<file path="src/rtl/wb_arbiter.sv">
// Writeback arbiter: owns the register-file write port, merging
// single-cycle ALU results with queued multi-cycle load results, and
// keeps the per-register pending-load scoreboard read by decode.
module wb_arbiter #(
    parameter int REGFILE_SIZE = 32,
    parameter int DEPTH        = 4,
    parameter int CNT_W        = 3
) (
    input  logic                    CLK,
    input  logic                    RST,
    input  logic                    AluValid,
    input  logic [4:0]              AluDest,
    input  logic [31:0]             AluData,
    input  logic                    MemValid,
    output logic                    MemReady,
    input  logic [4:0]              MemDest,
    input  logic [31:0]             MemData,
    input  logic                    IssueValid,
    input  logic [4:0]              IssueDest,
    output logic [REGFILE_SIZE-1:0] Busy,
    output logic                    WE,
    output logic [4:0]              Waddr,
    output logic [31:0]             Wdata,
    output logic [CNT_W-1:0]        Count
);

    localparam int PTR_W = (DEPTH > 1) ? $clog2(DEPTH) : 1;
    localparam logic [CNT_W-1:0] FULL_CNT = CNT_W'(DEPTH);
    localparam logic [PTR_W-1:0] LAST_PTR = PTR_W'(DEPTH - 1);

    // Pointers wrap explicitly so non-power-of-two depths also work.
    function automatic logic [PTR_W-1:0] ptr_inc(input logic [PTR_W-1:0] p);
        return (p == LAST_PTR) ? '0 : p + PTR_W'(1);
    endfunction

    logic [4:0]              dest_mem_q [DEPTH];
    logic [31:0]             data_mem_q [DEPTH];
    logic [PTR_W-1:0]        wr_ptr_q, wr_ptr_d;
    logic [PTR_W-1:0]        rd_ptr_q, rd_ptr_d;
    logic [CNT_W-1:0]        count_q, count_d;
    logic [REGFILE_SIZE-1:0] busy_q, busy_d;
    logic                    we_q, we_d;
    logic [4:0]              waddr_q, waddr_d;
    logic [31:0]             wdata_q, wdata_d;

    logic       push;
    logic       pop;
    logic [4:0] head_dest;
    logic [31:0] head_data;

    // Ready only looks at occupancy: a same-cycle pop never frees a slot early.
    assign MemReady  = !RST && (count_q != FULL_CNT);
    assign push      = MemValid && MemReady;
    assign pop       = !AluValid && (count_q != '0);
    assign head_dest = dest_mem_q[rd_ptr_q];
    assign head_data = data_mem_q[rd_ptr_q];

    // Next-state for FIFO bookkeeping, write port and scoreboard.
    always_comb begin
        wr_ptr_d = wr_ptr_q;
        rd_ptr_d = rd_ptr_q;
        count_d  = count_q;
        busy_d   = busy_q;
        we_d     = 1'b0;
        waddr_d  = waddr_q;
        wdata_d  = wdata_q;

        if (push) begin
            wr_ptr_d = ptr_inc(wr_ptr_q);
        end
        if (pop) begin
            rd_ptr_d = ptr_inc(rd_ptr_q);
        end
        case ({push, pop})
            2'b10:   count_d = count_q + CNT_W'(1);
            2'b01:   count_d = count_q - CNT_W'(1);
            default: count_d = count_q;
        endcase

        // ALU results cannot stall, so they always win the write port.
        if (AluValid) begin
            we_d    = (AluDest != 5'd0);
            waddr_d = AluDest;
            wdata_d = AluData;
        end else if (pop) begin
            we_d    = (head_dest != 5'd0);
            waddr_d = head_dest;
            wdata_d = head_data;
        end

        // Clear first so a same-register issue in this cycle re-sets the bit.
        if (pop) begin
            busy_d[head_dest] = 1'b0;
        end
        if (IssueValid && (IssueDest != 5'd0)) begin
            busy_d[IssueDest] = 1'b1;
        end
        busy_d[0] = 1'b0;
    end

    // Control and output registers with synchronous reset.
    always_ff @(posedge CLK) begin
        if (RST) begin
            wr_ptr_q <= '0;
            rd_ptr_q <= '0;
            count_q  <= '0;
            busy_q   <= '0;
            we_q     <= 1'b0;
            waddr_q  <= 5'd0;
            wdata_q  <= 32'd0;
        end else begin
            wr_ptr_q <= wr_ptr_d;
            rd_ptr_q <= rd_ptr_d;
            count_q  <= count_d;
            busy_q   <= busy_d;
            we_q     <= we_d;
            waddr_q  <= waddr_d;
            wdata_q  <= wdata_d;
        end
    end

    // FIFO storage; contents are invalidated by the pointers, not cleared.
    always_ff @(posedge CLK) begin
        if (push) begin
            dest_mem_q[wr_ptr_q] <= MemDest;
            data_mem_q[wr_ptr_q] <= MemData;
        end
    end

    assign Busy  = busy_q;
    assign WE    = we_q;
    assign Waddr = waddr_q;
    assign Wdata = wdata_q;
    assign Count = count_q;

endmodule
</file>
<file path="config.mk">
export PLATFORM = sky130hd
export DESIGN_NAME = wb_arbiter
export DESIGN_NICKNAME = d
export VERILOG_FILES = /design/src/rtl/wb_arbiter.sv
export SDC_FILE = /design/constraint.sdc
export NUM_CORES = 1
export LEC_CHECK = 0
export BUFFER_PORTS_ARGS = -buffer_cell sky130_fd_sc_hd__buf_2
export CORE_AREA = 2 2 151 153
export DETAILED_ROUTE_END_ITERATION = 12
export DIE_AREA = 0 0 153 155
export GPL_TIMING_DRIVEN = 0
export SLEW_MARGIN = 20
export SYNTH_ARGS = -nofsm -noshare
export SYNTH_HDL_FRONTEND = slang
export SYNTH_SLANG_ARGS = --single-unit
</file>
<file path="constraint.sdc">
create_clock -name CLK -period 3.3 [get_ports CLK]
set_input_delay 0.165 -clock CLK [delete_from_list [all_inputs] [get_ports CLK]]
set_output_delay 0.165 -clock CLK [all_outputs]
set_load 0.1 [all_outputs]
</file>
==> results.txt <==
The cell sitting at the root of the clock tree is a clkbuf_16. The number of enable-type register cells in the synthesized netlist came out at 148. The cell area after placement is 9971 sq um. The total grt overflow is 0, and the delay contributed by the slowest stage of the critical path is 0.55 ns. Max-slew violation total from the final report: 0. The number of standard cells after synthesis came out at 623.

The startpoint kind of the worst setup timing path is a flop. Setup violations remaining at the end of the flow were counted as 0. Counting every sink on the clock net gives 226. Averaged over all synthesized cells, the footprint is 13.98 sq um.

The register area share after synthesis is 0.6895, and the period utilization is 0.8219. The async set-or-reset flop fraction in the synthesized netlist is 0, and the number of nets still failing antenna checks after routing is 0. Hold timing on the final database bottoms out at a slack of 0.03854 ns. In this run the cell area of the synthesized design comes to 8711 sq um. Summed over all layers, the routed wires come to 21.51 mm.

The largest individual stage delay along the critical path comes from the cell nor3_2. The arrival time at the worst endpoint came out at 3.14 ns. For this run, the leading register cell type out of synthesis is edfxtp_1. The flow ran to the end, and the final reports show no timing, DRC or antenna violations.

The layout overhead on the synthesized area was 31.96%; the maximum clock rate was 368.7 MHz. The via count of the first global-routing pass was 6049. The core area is 22230 sq um. The count of vias placed by the detailed router is 6002. In the final design database the tool counted 974 nets. The worst setup path is captured at a flop. By area the synthesized netlist is led by edfxtp_1, dfxtp_1, mux4_2.

The setup slack of the critical path after layout was 0.5877 ns. Of all nets on the critical path, the largest fanout is 10. The type of the worst setup path was reg -> reg. The fraction of layout instances using a drive strength above 1 works out to 0.2730.

TritonCTS built the clock tree. The normalized max-slew margin is 0.4279, and the vertical die dimension is 155 um. After layout, the design draws a total of 8.550 mW.

The ratio of routed vias to standard cells was 5.061. The count of non-filler cells in the finished layout was 1186. The number of DRC markers after the initial detailed-route iteration is 416, and the routed length per placed instance is 18.13 um. The analysis attributes to cell leakage a power of 4.291 nW.

The logs give 1067 for the number of instances in the placed design and 33.71 mm for the wire length of the first global-routing pass. At the worst endpoint, the required time is 3.73 ns. Pin placement for this block handled 158 I/O pins.

The finished layout cell area was 11490 sq um. Setup repair after global routing left no endpoint under its margin. Timing analysis after detailed placement gives a worst setup slack of 0.5833 ns. The tool flagged a number of max-cap violations equal to 0. Entering global routing, the biggest net connects 24 pins. The min-delay analysis places its worst path in the category in -> reg. In the routed design, unresolved DRC markers number 0.

Slew at the pin closest to its max-slew limit: 0.8530 ns. Placer congestion estimate: 0.7868. Detailed placement finished with a half-perimeter wire length of 14.15 mm.

The quantity of I/O buffers inserted on ports is 154. The repair_antennas step left the layout with diodes totalling 0. Yosys printed 0 warnings.

The logs give 0.3919 for the initial cell density of the core and 0.01781 ns for the worst clock skew. Synthesis instantiated 34 different standard cells from the library. Counting along the longest clock path gives a buffer depth of 3.

The number of iterations in the first detailed-routing pass was 5. The tools report the worst IR drop on VDD as 0.0004781 V. Synthesis inferred 226 register bits.

The number of antenna violations at the first check in global routing was 0; the clock-pin slew on the worst setup and hold paths was 0.06 ns. The signal on the critical path passes through nor3_2 > clkbuf_1 > nor2_1 > ha_1 > inv_1 > fa_1 > xor2_1 > or3_1 > a21oi_1. The overall die area was 23720 sq um. The routed design could run at a clock period as short as 2.712 ns. The final core utilization is 0.5171. The run gives 0 as the final hold violation count.

After routing, the total negative slack on setup checks comes to 0 ns. The deepest level of the CTS H-tree is 1, and the power per standard cell area is 743.8 nW/um^2. The total clock buffers created by CTS is 25, and the clock latency of the later-clocked register in the worst-skew pair is 0.51 ns. After floorplanning, the core was divided into 55 placement rows.

The die is 153 um wide. The overall track demand over capacity in global routing is 0.1796, and the area share of the leading cell type in the synthesized netlist is 0.5102. The synthesized design spends more area on one cell type than any other, namely edfxtp_1.

Counting every net in the synthesized netlist gives 714.
-- Yosys cell counts, types with 2 or more instances --
| master | count |
|---|---|
| nor3_1 | 3 |
| a21oi_1 | 74 |
| or3_1 | 3 |
| a221oi_1 | 37 |
| buf_2 | 5 |
| o21ai_0 | 19 |
| buf_1 | 6 |
| or3b_2 | 2 |
| nor2_1 | 14 |
| o21ai_1 | 16 |
| nor2b_1 | 2 |
| nand3b_1 | 3 |
| edfxtp_1 | 148 |
| nand2_1 | 74 |
| nand2b_1 | 3 |
| mux4_2 | 37 |
| and2_1 | 5 |
| dfxtp_1 | 78 |
| or4b_1 | 2 |
| inv_1 | 44 |
| clkbuf_1 | 27 |
| o31ai_1 | 3 |
| ha_1 | 6 |
| xor2_1 | 2 |
-- sequential cells by signal (all words and copies together), names as in the netlist, named ones only --
| signal | flops |
|---|---|
| Count | 3 |
| WE | 1 |
| Busy | 31 |
| wr_ptr_q | 2 |
| Waddr | 5 |
| data_mem_q | 128 |
| rd_ptr_q | 2 |
| dest_mem_q | 20 |
| Wdata | 32 |
-- area by class of cell --
class	instances	area (sq um)
Buffer	40	167.7
Clock buffer	32	651.9
Clock inverter	13	131.4
Fill cell	1907	10730
Inverter	44	165.2
Multi-Input combinational cell	313	2382
Sequential cell	226	6006
Tap cell	285	356.6
Timing Repair Buffer	233	1634
-- critical path, delay by kind of cell, from the launching register on --
kind / cells / cell delay (ns)
and+or+nand+nor: 3 / 1.04
adders and majority gates: 2 / 0.43
AOI/OAI and AO/OA: 1 / 0.13
DFF: 1 / 0.37
xor gates and xnor gates: 1 / 0.07
buffers and inverters: 2 / 0.58
-- path summary, 6_finish.rpt --
path	to	slack [ns]	from	cells past startpoint
setup / recovery	Count[2]	0.59	Count[0]	9
hold reg to reg	Busy[19]	0.47	Busy[19]	2
hold / removal	Busy[3]	0.04	IssueDest[2]	4
setup reg to reg	Count[2]	0.59	Count[0]	9
-- power breakdown --
part / leakage, nW / switching (mW) / internal, mW
Clock: 0.375 / 1.09 / 1.56
Sequential: 1.98 / 0.101 / 3.25
Combinational: 1.93 / 1.84 / 0.711
Total: 4.29 / 3.03 / 5.52
-- kinds of logic after synthesis --
logic type	after synthesis	synth area share
AO/OA/AOI/OAI	150	0.1033
AND/OR/NAND/NOR	116	0.06004
buffers and inverters	84	0.03821
XOR/XNOR	2	0.002011
other	1	0.0004305
flip-flops	226	0.6895
multiplexers	37	0.09566
adder cells (fa/ha/maj)	7	0.01092
-- per-layer routing --
metal / GRT usage / routed length [um] / share of wire
met5: 0 / 0 / 0
met1: 0.2489 / 9625 / 0.45
met3: 0.02953 / 1198 / 0.056
met2: 0.3028 / 10360 / 0.48
met4: 0.03571 / 317 / 0.015
-- layout by cell type, fill, tap and decap left out, drive strengths merged --
cell,instances
buf,172
edfxtp,148
dfxtp,78
a21oi,74
nand2,74
dlygate4sd3,74
clkbuf,59
inv,44
mux4,37
a221oi,37
o21ai,35
nor2,14
clkinv,8
ha,6
and2,5
or3,3
o31ai,3
nand2b,3
nand3b,3
clkinvlp,3
nor3,3
or3b,3
xor2,2
nor2b,2
or4b,2
bufinv,2
a211oi,1
nand3,1
or4,1
nand4b,1
nand4,1
fa,1
conb,1
-- what timing repair did --
| item | 4_1_cts | 5_1_grt |
|---|---|---|
| hold buffers | 74 | 0 |
| endpoints found under the setup margin | 0 | 0 |
| hold endpoints to repair | 185 | 0 |
| buffers inserted | 0 | 0 |
| gates resized for setup | 0 | 0 |
No activity file was read; power rests on OpenSTA's default activity.
